[config.mk]
export PLATFORM = sky130hd
export DESIGN_NAME = fp_mult_issue_collect_flat
export DESIGN_NICKNAME = d
export VERILOG_FILES = /design/src/rtl/fp_mult_pkg.sv /design/src/rtl/fp_mult_issue_collect_if.sv /design/src/rtl/fp_result_fifo.sv /design/src/rtl/fp_mult_issue_collect.sv /design/src/flat_wrapper.sv
export SDC_FILE = /design/constraint.sdc
export NUM_CORES = 1
export LEC_CHECK = 0
export CORE_ASPECT_RATIO = 1.5
export CORE_MARGIN = 2
export CORE_UTILIZATION = 59
export CTS_CLUSTER_DIAMETER = 60
export CTS_CLUSTER_SIZE = 10
export DETAILED_ROUTE_END_ITERATION = 8
export PLACE_DENSITY = 0.82
export SYNTH_ARGS = -nofsm -noshare
export SYNTH_HDL_FRONTEND = slang
export SYNTH_SLANG_ARGS = --single-unit
[constraint.sdc]
create_clock -name clk -period 9.6 [get_ports clk]
set_input_delay 1.92 -clock clk [delete_from_list [all_inputs] [get_ports clk]]
set_output_delay 1.92 -clock clk [all_outputs]
set_load 0.05 [all_outputs]
[src/rtl/fp_mult_pkg.sv]
// Shared types and constants for the FP multiplier issue/collect shell.
//   FP_W        : IEEE-754 single-precision word width
//   MUL_LATENCY : cycles from operand presentation to result on mul_* outputs
//   fp_flags_t  : multiplier status {exception, overflow, underflow} as bits [2:0]
//   fp_result_t : a result word together with its status flags
package fp_mult_pkg;

  localparam int FP_W        = 32;
  localparam int MUL_LATENCY = 4;

  typedef struct packed {
    logic exception;
    logic overflow;
    logic underflow;
  } fp_flags_t;

  typedef struct packed {
    logic [FP_W-1:0] result;
    fp_flags_t       flags;
  } fp_result_t;

endpackage

[src/rtl/fp_mult_issue_collect_if.sv]
// Operand-issue and result-collect handshake bundle.
//   in_valid/in_ready/in_a/in_b/in_tag          : operand pair channel
//   out_valid/out_ready/out_result/out_tag/out_flags : result channel
//
// Both channels use strict valid/ready semantics: a beat transfers on a
// rising clk edge where valid and ready are both high; the producer keeps
// valid and its payload stable until that beat transfers, and valid never
// depends combinationally on ready.
// The master modport is the producer of operands / consumer of results;
// the slave modport is the shell itself.
interface fp_mult_issue_collect_if #(
  parameter int TAG_W = 4
);
  import fp_mult_pkg::*;

  logic             in_valid;
  logic             in_ready;
  logic [FP_W-1:0]  in_a;
  logic [FP_W-1:0]  in_b;
  logic [TAG_W-1:0] in_tag;

  logic             out_valid;
  logic             out_ready;
  logic [FP_W-1:0]  out_result;
  logic [TAG_W-1:0] out_tag;
  fp_flags_t        out_flags;

  modport master (
    output in_valid, in_a, in_b, in_tag, out_ready,
    input  in_ready, out_valid, out_result, out_tag, out_flags
  );

  modport slave (
    input  in_valid, in_a, in_b, in_tag, out_ready,
    output in_ready, out_valid, out_result, out_tag, out_flags
  );

endinterface

[src/rtl/fp_result_fifo.sv]
// Generic synchronous FIFO with a registered head.
//   clk, reset  : clock, synchronous active-high reset
//   push        : write push_data this cycle
//   pop         : consume the head this cycle (ignored when empty)
//   out_valid   : FIFO holds at least one entry
//   out_data    : head entry, held in a register (no fall-through)
//   count       : number of stored entries, 0..DEPTH
// Push and pop together are legal at any occupancy including full.
module fp_result_fifo #(
  parameter int DEPTH = 8,
  parameter int WIDTH = 8
) (
  input  logic                   clk,
  input  logic                   reset,
  input  logic                   push,
  input  logic [WIDTH-1:0]       push_data,
  input  logic                   pop,
  output logic                   out_valid,
  output logic [WIDTH-1:0]       out_data,
  output logic [$clog2(DEPTH):0] count
);
  localparam int AW = $clog2(DEPTH);
  localparam logic [AW:0] FULL_CNT = (AW+1)'(DEPTH);

  logic [WIDTH-1:0] mem [DEPTH];
  logic [AW-1:0]    wr_ptr;
  logic [AW-1:0]    rd_ptr;
  logic [AW-1:0]    rd_ptr_next;
  logic             pop_eff;
  logic [AW:0]      count_after_pop;
  logic [AW:0]      count_next;
  logic [WIDTH-1:0] head_next;

  always_comb begin
    pop_eff         = pop && (count != '0);
    count_after_pop = count - (AW+1)'(pop_eff);
    count_next      = count_after_pop + (AW+1)'(push);
    rd_ptr_next     = rd_ptr + AW'(pop_eff);
    // When the FIFO is (or becomes) empty apart from this cycle's write, the
    // new head is the entry being written, which is not yet in mem.
    head_next = (push && (count_after_pop == '0)) ? push_data : mem[rd_ptr_next];
  end

  always_ff @(posedge clk) begin
    if (push) mem[wr_ptr] <= push_data;
  end

  always_ff @(posedge clk) begin
    if (reset) begin
      wr_ptr   <= '0;
      rd_ptr   <= '0;
      count    <= '0;
      out_data <= '0;
    end else begin
      wr_ptr <= wr_ptr + AW'(push);
      rd_ptr <= rd_ptr_next;
      count  <= count_next;
      if (count_next != '0) out_data <= head_next;
    end
  end

  assign out_valid = (count != '0);

  a_no_overflow: assert property (@(posedge clk) disable iff (reset)
    !(push && !pop_eff && (count == FULL_CNT)));

endmodule

[src/rtl/fp_mult_issue_collect.sv]
// Valid/ready shell around the fixed-latency, non-stalling FP multiplier.
//   clk, reset     : clock, synchronous active-high reset (shared with multiplier)
//   bus            : operand-issue / result-collect handshake (slave side)
//   mul_a, mul_b   : operands to the multiplier, zero when nothing issues
//   mul_result     : multiplier result, LATENCY cycles after mul_a/mul_b
//   mul_flags      : multiplier {exception, overflow, underflow}
//   sticky_flags   : OR of all pushed flags since reset or last clear
//   clear_sticky   : clear sticky_flags (a same-cycle push still lands)
//   occupancy      : result FIFO entry count
// A credit counter reserves a FIFO slot at issue time, so the pipe can never
// deliver a result the FIFO has no room for, even with out_ready held low.
module fp_mult_issue_collect
  import fp_mult_pkg::*;
#(
  parameter int LATENCY = MUL_LATENCY,
  parameter int DEPTH   = 8,
  parameter int TAG_W   = 4
) (
  input  logic                        clk,
  input  logic                        reset,
  fp_mult_issue_collect_if.slave      bus,
  output logic [FP_W-1:0]             mul_a,
  output logic [FP_W-1:0]             mul_b,
  input  logic [FP_W-1:0]             mul_result,
  input  fp_flags_t                   mul_flags,
  output fp_flags_t                   sticky_flags,
  input  logic                        clear_sticky,
  output logic [$clog2(DEPTH):0]      occupancy
);
  localparam int CW = $clog2(DEPTH) + 1;

  typedef struct packed {
    fp_result_t       res;
    logic [TAG_W-1:0] tag;
  } entry_t;

  logic             issue;
  logic             pop;
  logic             push;
  logic [CW-1:0]    credits;
  logic [LATENCY-1:0] vld;
  logic [TAG_W-1:0] tag_pipe [LATENCY];
  entry_t           push_entry;
  entry_t           head;

  // in_ready comes from the registered credit count only.
  assign bus.in_ready = (credits != '0);
  assign issue        = bus.in_valid & bus.in_ready;
  assign pop          = bus.out_valid & bus.out_ready;
  assign push         = vld[LATENCY-1];

  assign mul_a = issue ? bus.in_a : '0;
  assign mul_b = issue ? bus.in_b : '0;

  // Credits: free FIFO slots not yet claimed by an in-flight or stored result.
  always_ff @(posedge clk) begin
    if (reset) credits <= CW'(DEPTH);
    else       credits <= credits - CW'(issue) + CW'(pop);
  end

  // Valid/tag pipe runs alongside the multiplier; the last stage lines up
  // with the cycle in which mul_result/mul_flags belong to that op.
  always_ff @(posedge clk) begin
    if (reset) begin
      vld <= '0;
      for (int i = 0; i < LATENCY; i++) tag_pipe[i] <= '0;
    end else begin
      vld         <= {vld[LATENCY-2:0], issue};
      tag_pipe[0] <= bus.in_tag;
      for (int i = 1; i < LATENCY; i++) tag_pipe[i] <= tag_pipe[i-1];
    end
  end

  always_comb begin
    push_entry            = '0;
    push_entry.res.result = mul_result;
    push_entry.res.flags  = mul_flags;
    push_entry.tag        = tag_pipe[LATENCY-1];
  end

  fp_result_fifo #(
    .DEPTH (DEPTH),
    .WIDTH ($bits(entry_t))
  ) u_fifo (
    .clk       (clk),
    .reset     (reset),
    .push      (push),
    .push_data (push_entry),
    .pop       (pop),
    .out_valid (bus.out_valid),
    .out_data  (head),
    .count     (occupancy)
  );

  assign bus.out_result = head.res.result;
  assign bus.out_tag    = head.tag;
  assign bus.out_flags  = head.res.flags;

  always_ff @(posedge clk) begin
    if (reset) sticky_flags <= '0;
    else       sticky_flags <= (clear_sticky ? fp_flags_t'(3'b000) : sticky_flags)
                             | (push ? mul_flags : fp_flags_t'(3'b000));
  end

endmodule

[src/flat_wrapper.sv]
// flat-port wrapper written by rule: the top's interface ports become plain ports
module fp_mult_issue_collect_flat import fp_mult_pkg::*;
#(
  parameter int LATENCY = MUL_LATENCY,
  parameter int DEPTH   = 8,
  parameter int TAG_W   = 4
)
  (clk, reset, mul_a, mul_b, mul_result, mul_flags, sticky_flags, clear_sticky, occupancy, bus_in_valid, bus_in_a, bus_in_b, bus_in_tag, bus_out_ready, bus_in_ready, bus_out_valid, bus_out_result, bus_out_tag, bus_out_flags);
  fp_mult_issue_collect_if #(.TAG_W(TAG_W)) bus_i ();
  input  logic clk;
  input  logic reset;
  output logic [FP_W-1:0] mul_a;
  output logic [FP_W-1:0] mul_b;
  input  logic [FP_W-1:0] mul_result;
  input  fp_flags_t mul_flags;
  output fp_flags_t sticky_flags;
  input  logic clear_sticky;
  output logic [$clog2(DEPTH):0] occupancy;
  input wire logic [$bits(bus_i.in_valid)-1:0] bus_in_valid;
  input wire logic [$bits(bus_i.in_a)-1:0] bus_in_a;
  input wire logic [$bits(bus_i.in_b)-1:0] bus_in_b;
  input wire logic [$bits(bus_i.in_tag)-1:0] bus_in_tag;
  input wire logic [$bits(bus_i.out_ready)-1:0] bus_out_ready;
  output wire logic [$bits(bus_i.in_ready)-1:0] bus_in_ready;
  output wire logic [$bits(bus_i.out_valid)-1:0] bus_out_valid;
  output wire logic [$bits(bus_i.out_result)-1:0] bus_out_result;
  output wire logic [$bits(bus_i.out_tag)-1:0] bus_out_tag;
  output wire logic [$bits(bus_i.out_flags)-1:0] bus_out_flags;
  assign bus_i.in_valid = bus_in_valid;
  assign bus_i.in_a = bus_in_a;
  assign bus_i.in_b = bus_in_b;
  assign bus_i.in_tag = bus_in_tag;
  assign bus_i.out_ready = bus_out_ready;
  assign bus_in_ready = bus_i.in_ready;
  assign bus_out_valid = bus_i.out_valid;
  assign bus_out_result = bus_i.out_result;
  assign bus_out_tag = bus_i.out_tag;
  assign bus_out_flags = bus_i.out_flags;
  fp_mult_issue_collect #(.LATENCY(LATENCY), .DEPTH(DEPTH), .TAG_W(TAG_W)) u_core (.clk(clk), .reset(reset), .bus(bus_i), .mul_a(mul_a), .mul_b(mul_b), .mul_result(mul_result), .mul_flags(mul_flags), .sticky_flags(sticky_flags), .clear_sticky(clear_sticky), .occupancy(occupancy));
endmodule
==> impl_results.md, run 1 <==
* Status: finished, final reports clean
* YS warnings at 0
* Most frequent cells after synthesis: 312 x edfxtp_1, 143 x and3_1, 117 x mux2i_1
* Yosys reg bits at 388
* TritonCTS Sinks at 388
* Netlist cell types at 35
* Worst path max stage delay at slightly above 0.8 ns
* Peak supply drop at between 0.0002 and 0.00025 V
* CTS buffer count at 44
* Layout cells sized above 1 at 0.0715
* # fillers at 1623
* CTS Hold Buffers Added at 0
* Crit path time final at between 5 and 6 ns
* Initial DRC count at roughly 830
* Most numerous cell in the Yosys netlist: edfxtp_1
* Largest net degree at the start of global routing at 148
* 1st-pass router iterations at 5
* Nets at between 1000 and 1500
* Port bufs at around 220
* WP buf/inv at 3
* Tcrit/Tclk final at 0.602
* Cell mode on critical path: clkdlybuf4s50_1
* Sequential fraction of the synthesis area at 0.686
* Setup crit start: bus_in_valid
* Initial antenna violation count at 1
* Post-route clock skew at between 0.01 and 0.015 ns
* Synth Net Count at 1194
* Slowest CP cell: clkdlybuf4s50_1
* RSZ-0062 raised after global routing: false
* Starting Density at 0.599
* Latest clock arrival within the worst-skew pair at ~0.53 ns
* Area of the multi-input gates at between 0.004 and 0.005 mm^2
* Hold violation count in the final report at 0
* Reg2Reg Setup Slack at around 5.3 ns
* Final setup fails at 0
* H-tree depth at 2
* Syn Std Cell Area at around 0.016 mm^2
* Reg area at 0.0109 mm^2
* Routed vias/inst at roughly 6.2
* Count of final max-slew check failures at 0
* CP Launch Type: primary input
* Maximum clock frequency at between 150 and 200 MHz
* Top cell type's share of synthesized area at 0.590
* Crit path kind: in -> out
* CTS Root Cell: clkbuf_16
* Area leader, netlist: edfxtp_1
* Async set or reset register ratio after synthesis at 0
* Leak at ~7 nW
* Finished Layout Cells at between 1500 and 2000
* Top post-synthesis cells by area: edfxtp_1 59%, dfxtp_1 9.6%, mux2i_1 7.4%
* First-pass GRT wire length at approximately 57000 um
* R2R depth at 10
* Crit path max fanout at 65
* Reg clk slew, reported paths at 0.05 ns
* Crit path required time at between 7 and 8 ns
* Synth Area per Inst at 14.8 um^2
* Resize count post-CTS at 0
* Crit path capture type: output port
* Cell Pwr Density at between 200 and 300 mW/mm^2
* Top delay family on crit path: buffers and inverters
* Inst Count DP at 1559
* WHS at about 0.44 ns
* Slew margin rel. at 0.286
* Vias in the first global route at ~10000
* CP Data Arrival Time at 3.86 ns
* Top FF cell, synth: edfxtp_1
* Post-route ant nets at 0
* RR Startpoint: u_core.u_fifo.count[1]
* Die Height at roughly 200 um
* Cell Chain, Critical Path: clkdlybuf4s50_1, buf_4, and3_1, clkdlybuf4s50_1
* Max_cap viols at 0
* CTS tree: built
* I/O Pins at 220
* Rows at 73
* Setup TNS at 0 ns
* Slew at the pin closest to its max-slew limit at about 1.1 ns
* Setup Buffers After CTS at 0
* Area Growth Syn to Fin at 23.8%
* WL per Instance at ~23 um
* Die width at 138 um
* Post-Syn Instances at between 1000 and 1500
* Crit path depth at 4
* Full die area at around 0.028 mm^2
* Worst Setup EP: mul_a[14]
* GP Congestion at 0.952
* Vias at approximately 10000
* Final WL at 37600 um
* Post-synth EDFFs at roughly 310
* Max Buffers Root-to-Sink at 3
* Total core area at 0.0265 mm^2
* Dpl hpwl at between 20000 and 25000 um
* Total GRT Usage at 0.269
* Reg2reg end: u_core.u_fifo.out_data[33]
* Post-route DRC violation count at 0
* GRT overflow at 0
* Hold WC Path Type: reg -> reg
[routing by layer]
| layer | vias up | routed length, um | track usage |
|---|---|---|---|
| met2 | 493 | 19900 | 0.482 |
| met1 | 4996 | 13500 | 0.315 |
| met4 | 0 | 1180 | 0.108 |
| met3 | 70 | 3000 | 0.0510 |
| li1 | 4571 | - | - |
| met5 | - | 0 | 0 |
[registers in the layout, indices dropped and copies added (netlist names)]
name                    flops
u_core.u_fifo.mem         312
u_core.vld                  4
u_core.credits              4
u_core.u_fifo.wr_ptr        3
u_core.u_fifo.out_data     39
u_core.sticky_flags         3
u_core.tag_pipe            16
u_core.u_fifo.count         4
u_core.u_fifo.rd_ptr        3
[final cells by class]
type / instances / share of cell area
multi-input combinational: 583 / 0.238
sequential: 388 / 0.554
inverter: 12 / 0.00229
tap: 337 / 0.0215
antenna: 1 / 0.000127
timing repair buffer: 239 / 0.120
clock buffer: 79 / 0.0643
[worst min-delay path by stage]
stage,startpoint,endpoint,cells after the start
after global placement,u_core.tag_pipe[0][5],u_core.tag_pipe[0][9],1
after global routing,u_core.vld[0],u_core.vld[1],1
final,u_core.vld[0],u_core.vld[1],1
after CTS,u_core.tag_pipe[0][5],u_core.tag_pipe[0][9],1
after detailed placement,u_core.tag_pipe[0][5],u_core.tag_pipe[0][9],1
after floorplan,u_core.tag_pipe[0][6],u_core.tag_pipe[0][10],1
[report_power, final]
part	total, mW	leakage [nW]	internal (mW)	switching, mW
clock network	1.48	0.601	0.880	0.596
registers	1.95	3.44	1.90	0.0516
logic	1.54	3.01	0.547	0.989
total	4.96	7.05	3.33	1.64
[cells in the final DEF, fill, tap and decap left out, types with 2 or more instances in the layout]
cell             count
nor2_4               6
and2_1               2
and3_1             143
clkbuf_1            33
nor3_2               2
clkbuf_16           45
ha_1                11
nor2b_1            107
a22oi_1              3
xnor2_1              5
nand2b_1             4
nor4_1              39
mux2i_1            117
a2111oi_0           78
nor2_1               8
dfxtp_1             76
inv_1               12
o2bb2ai_1           29
edfxtp_1           312
buf_4               19
o2bb2ai_2           10
xnor2_2              2
nand2_1              3
clkdlybuf4s50_1    219
ha_4                 2
[through the flow]
step	setup WS (ns)	utilization	power [mW]	area [um^2]
finish	3.82	0.742	4.96	19700
CTS	3.83	0.742	4.98	19700
global route	3.71	0.742	5.15	19700
detailed placement	3.84	0.694	3.51	18400
global placement	3.86	0.694	3.48	18400
floorplan	4.86	-	3.05	15900
[logic make-up after synthesis]
kind of cell	share of synthesized area
flops	0.686
simple gates	0.124
compound gates	0.0712
mux	0.0738
buf+inv	0.0281
fa+ha+maj	0.0115
xor+xnor	0.00544
Power figures use the tool's default switching activity.
==> run 2: changes to the inputs <==
--- a/config.mk
+++ b/config.mk
@@ -7,11 +7,11 @@
 export LEC_CHECK = 0
 export CORE_ASPECT_RATIO = 1.5
 export CORE_MARGIN = 2
-export CORE_UTILIZATION = 59
+export CORE_UTILIZATION = 55
 export CTS_CLUSTER_DIAMETER = 60
 export CTS_CLUSTER_SIZE = 10
 export DETAILED_ROUTE_END_ITERATION = 8
-export PLACE_DENSITY = 0.82
+export PLACE_DENSITY = 0.77
 export SYNTH_ARGS = -nofsm -noshare
 export SYNTH_HDL_FRONTEND = slang
 export SYNTH_SLANG_ARGS = --single-unit
==> constraint.sdc (replaced) <==
create_clock -name clk -period 5.8 [get_ports clk]
set_input_delay 1.16 -clock clk [delete_from_list [all_inputs] [get_ports clk]]
set_output_delay 1.16 -clock clk [all_outputs]
set_load 0.05 [all_outputs]
==> run 2 against run 1 <==
Effect of this change:
- worst setup slack lost 2.8 ns
- final area increased by 0.49%
- count of clock-buffer cells in the layout rose by 1
- total power up 66%
- clock power grew 70%
- via count shrank 2.9%
- combinational power up 64%
- first-iteration DRC count down 16%
- die area is 7.1% higher
- sequential cell count did not move
==> impl_results.md, run 2 (synthesis results as in run 1) <==
* Initial DRC count at about 700
* Final WL at 35900 um
* First-pass GRT wire length at around 55000 um
* Initial antenna violation count at 3
* Maximum clock frequency at roughly 210 MHz
* Layout cells sized above 1 at 0.0736
* I/O Pins at between 200 and 250
* Clock share of power at 0.304
* Hold violation count in the final report at 0
* Largest net degree at the start of global routing at between 90 and 100
* Setup TNS at 0 ns
* Starting Density at 0.556
* 1st-pass router iterations at 5
* Status: finished, final reports clean
* Leading cell type in the layout, fill and taps excluded: edfxtp_1
* CP Data Arrival Time at 3.59 ns
* CTS Root Cell: clkbuf_16
* Port bufs at about 220
* Rows at 76
* Net Sw Power at roughly 2.7 mW
* CTS buffer count at 44
* Crit path kind: in -> out
* Post-route DRC violation count at 0
* Post-route design area at a little under 0.02 mm^2
* Vias at slightly below 10000
* Final setup fails at 0
* Hold WC Path Type: reg -> reg
* Crit path time final at roughly 4.8 ns
* Dpl hpwl at 20300 um
* Crit path required time at ~4.6 ns
* Regs by FF count: u_core.u_fifo.mem (312), u_core.u_fifo.out_data (39), u_core.tag_pipe (16)
* Total GRT Usage at 0.239
* Leak at 7.08 nW
* CP Launch Type: primary input
* Tcrit/Tclk final at 0.819
* Reg clk slew, reported paths at around 0.050 ns
* CTS Hold Buffers Added at 0
* # fillers at ~1900
* Die Height at ~210 um
* Int Power at around 5.6 mW
* Die width at roughly 140 um
* Commonest non-fill, non-tap cells in the layout: 312 x edfxtp_1, 219 x clkdlybuf4s50_1, 143 x and3_1, 117 x mux2i_1, 107 x nor2b_1
* Switching Fraction at 0.327
* Full die area at 0.0303 mm^2
* R2R depth at 10
* Largest register FFs at around 310
* Slew margin rel. at 0.325
* Vias in the first global route at 10200
* GP Congestion at about 0.89
* Combinational fraction of design power at 0.305
* CTS tree: built
* Max Buffers Root-to-Sink at 3
* Nets at around 1400
* Latest clock arrival within the worst-skew pair at about 0.55 ns
* Post-route ant nets at 0
* Setup Buffers After CTS at 0
* Post-route clock skew at roughly 0.023 ns
* WL per Instance at 21.7 um
* Total core area at between 0.02 and 0.03 mm^2
* TritonCTS Sinks at approximately 390
* Max_cap viols at 0
* Hold path depth at 1
* Largest register by flop count: u_core.u_fifo.mem
* H-tree depth at 2
* Crit path max fanout at 39
* GRT overflow at 0
* Cell Pwr Density at about 420 mW/mm^2
* Reg power frac at 0.391
* Area after DPL at 0.0184 mm^2
* Resize count post-CTS at 0
* Routed vias/inst at between 5 and 6
* Peak supply drop at roughly 0.0003 V
* Area Growth Syn to Fin at 24.4%
* WHS at about 0.44 ns
* Count of final max-slew check failures at 0
* Slew at the pin closest to its max-slew limit at around 1.0 ns
* RSZ-0062 raised after global routing: false
* Crit path capture type: output port
run 2: through the flow:
step	utilization	setup slack (ns)	power [mW]	instances
2_1_floorplan	-	2.09	5.04	1072
3_3_place_gp	0.646	1.09	5.76	1574
3_5_place_dp	0.646	1.05	5.81	1574
4_1_cts	0.692	1.07	8.31	1655
5_1_grt	0.692	0.844	8.61	1658
6_report	0.692	1.05	8.25	1658
run 2: worst paths after layout:
kind,startpoint,endpoint,slack (ns)
setup reg to reg,u_core.u_fifo.count[1],u_core.u_fifo.out_data[12],1.99
hold reg to reg,u_core.tag_pipe[0][2],u_core.tag_pipe[0][6],0.44
setup / recovery,bus_in_valid,mul_a[20],1.05
hold / removal,u_core.tag_pipe[0][2],u_core.tag_pipe[0][6],0.44
run 2: worst max-delay path: stages:
cell and delay (ns):
clkdlybuf4s50_1 1.07, buf_4 0.36, and3_1 0.19, clkdlybuf4s50_1 0.80
run 2: power by group through the flow:
stage	combinational (mW)	clock, mW	sequential, mW
2_1_floorplan	1.41	0	3.64
3_3_place_gp	2.49	0	3.28
3_5_place_dp	2.53	0	3.28
4_1_cts	2.54	2.54	3.23
5_1_grt	2.71	2.66	3.24
6_report	2.52	2.51	3.23
run 2: layout make-up:
| type | count | area (um^2) | area share |
|---|---|---|---|
| Clock buffer | 80 | 1290 | 0.0653 |
| Antenna cell | 3 | 7.51 | 0.000380 |
| Sequential cell | 388 | 10900 | 0.551 |
| Inverter | 12 | 45.0 | 0.00228 |
| Clock inverter | 1 | 16.3 | 0.000824 |
| Multi-Input combinational cell | 583 | 4670 | 0.237 |
| Timing Repair Buffer | 240 | 2390 | 0.121 |
| Tap cell | 351 | 439 | 0.0222 |
run 2: layer usage:
layer	up-vias	share of wire	track usage
met4	0	0.024	0.0806
met3	56	0.059	0.0439
met5	-	0	0
li1	4567	-	-
met2	370	0.53	0.436
met1	4846	0.39	0.284
==> run 3: changes to the inputs <==
==> constraint.sdc (replaced) <==
create_clock -name clk -period 4.7 [get_ports clk]
set_input_delay 0.94 -clock clk [delete_from_list [all_inputs] [get_ports clk]]
set_output_delay 0.94 -clock clk [all_outputs]
set_load 0.05 [all_outputs]
==> run 3 against run 2 <==
Effect of this change:
- global-route usage grew 0.65 points
- combinational power grew 25%
- routed wire length grew 2.5%
- utilization is essentially flat
- critical endpoint is now mul_b[25]
- final cell count grew 0.12%
==> impl_results.md, run 3 (synthesis results as in run 1) <==
* Status: finished, final reports clean
* Crit path kind: in -> out
* Layout cells sized above 1 at 0.0825
* RSZ-0062 raised after global routing: false
* Hold violation count in the final report at 0
* Post-route ant nets at 0
* Slew at the pin closest to its max-slew limit at 1.05 ns
* TritonCTS Sinks at just under 400
* 1st-pass router iterations at 5
* Die Height at 212 um
* Largest register FFs at around 310
* Crit path required time at between 3 and 4 ns
* Crit path time final at 3.62 ns
* Latest clock arrival within the worst-skew pair at roughly 0.53 ns
* CP Launch Type: primary input
* Count of final max-slew check failures at 0
* Final setup fails at 0
* Vias in the first global route at 10600
* Nets at 1398
* Hold WC Path Type: reg -> reg
* Area after DPL at 0.0185 mm^2
* Rows at 76
* Peak supply drop at roughly 0.00035 V
* Full die area at around 0.030 mm^2
* H-tree depth at 2
* Antenna cell count at 0
* Post-route DRC violation count at 0
* Commonest non-fill, non-tap cells in the layout: 312 x edfxtp_1, 212 x clkdlybuf4s50_1, 143 x and3_1, 117 x mux2i_1, 107 x nor2b_1
* Area of the multi-input gates at around 0.0047 mm^2
* Reg area at approximately 0.011 mm^2
* Setup TNS at 0 ns
* Tcrit/Tclk final at 0.771
* Hold Path Sink: u_core.vld[2]
* Setup Buffers After CTS at 0
* Crit path max fanout at 34
* Final WL at roughly 37000 um
* I/O Pins at 220
* Leak at ~7 nW
* Total core area at between 0.02 and 0.03 mm^2
* Leading cell type in the layout, fill and taps excluded: edfxtp_1
* CTS tree: built
* CP Data Arrival Time at 2.68 ns
* Total GRT Usage at 0.246
* Crit path capture type: output port
* Largest net degree at the start of global routing at 79
* Finished Core Util at 0.693
* Power Total at 10.2 mW
* Cell Pwr Density at 515 mW/mm^2
* Initial DRC count at between 700 and 800
* Post-route clock skew at ~0.0097 ns
* Reg2reg end: u_core.u_fifo.out_data[31]
* # fillers at between 1500 and 2000
* Area Growth Syn to Fin at 24.5%
* Maximum clock frequency at about 280 MHz
* Regs by FF count: u_core.u_fifo.mem (312), u_core.u_fifo.out_data (39), u_core.tag_pipe (16)
* GRT overflow at 0
* Max_cap viols at 0
* Routed vias/inst at about 6.0
* Max Buffers Root-to-Sink at 3
* WL per Instance at 22.2 um
* Reg clk slew, reported paths at about 0.050 ns
* CTS buffer count at 44
* Starting Density at 0.556
* RR Startpoint: u_core.u_fifo.count[1]
* GP Congestion at 0.900
* Reg2Reg Setup Slack at ~1.2 ns
* Largest register by flop count: u_core.u_fifo.mem
* Die width at ~140 um
* WHS at about 0.44 ns
* Initial antenna violation count at 0
* First-pass GRT wire length at approximately 56000 um
* Slew margin rel. at 0.300
* R2R depth at 10
* Vias at between 9000 and 10000
* CTS Root Cell: clkbuf_16
* Port bufs at roughly 220
* Post-route design area at between 0.015 and 0.02 mm^2
* CTS Hold Buffers Added at 0
* Dpl hpwl at between 20000 and 25000 um
* Hold path depth at 1
* Resize count post-CTS at 0
* Hold path start: u_core.vld[1]
## run 3: routing by layer
metal,vias up,routed length [um],track usage
met4,0,949,0.0976
met2,417,19500,0.444
met1,4876,13800,0.282
li1,4592,-,-
met5,-,0,0
met3,62,2580,0.0543
## run 3: cell type report
| type | count | share of cell area |
|---|---|---|
| Inverter | 12 | 0.00228 |
| Multi-Input combinational cell | 583 | 0.237 |
| Tap cell | 351 | 0.0222 |
| Timing Repair Buffer | 247 | 0.124 |
| Clock buffer | 79 | 0.0640 |
| Sequential cell | 388 | 0.551 |
## run 3: worst max-delay path by stage
stage	from	endpoint	slack, ns	cells past startpoint
finish	bus_in_valid	mul_b[25]	1.08	4
global route	bus_in_valid	mul_a[12]	0.99	4
CTS	bus_in_valid	mul_b[25]	1.08	4
detailed placement	bus_out_ready	u_core.u_fifo.out_data[27]	0.83	10
global placement	bus_out_ready	u_core.u_fifo.out_data[16]	0.94	10
floorplan	u_core.vld[3]	u_core.u_fifo.mem[0][0]	0.99	2
## run 3: metrics by stage
step,setup WS (ns),std cells
finish,1.08,1660
global route,0.991,1660
CTS,1.08,1660
detailed placement,0.826,1581
global placement,0.939,1581
floorplan,0.993,1072
## run 3: power breakdown
part           total, mW  switching [mW]  internal [mW]
Sequential          4.01           0.132           3.88
Clock               3.02            1.22           1.80
Combinational       3.14            1.99           1.15
Total               10.2            3.34           6.83
## run 3: worst max-delay path, stage by stage
cell,delay (ns)
clkdlybuf4s50_1,0.48
buf_4,0.25
and3_1,0.19
clkdlybuf4s50_1,0.81
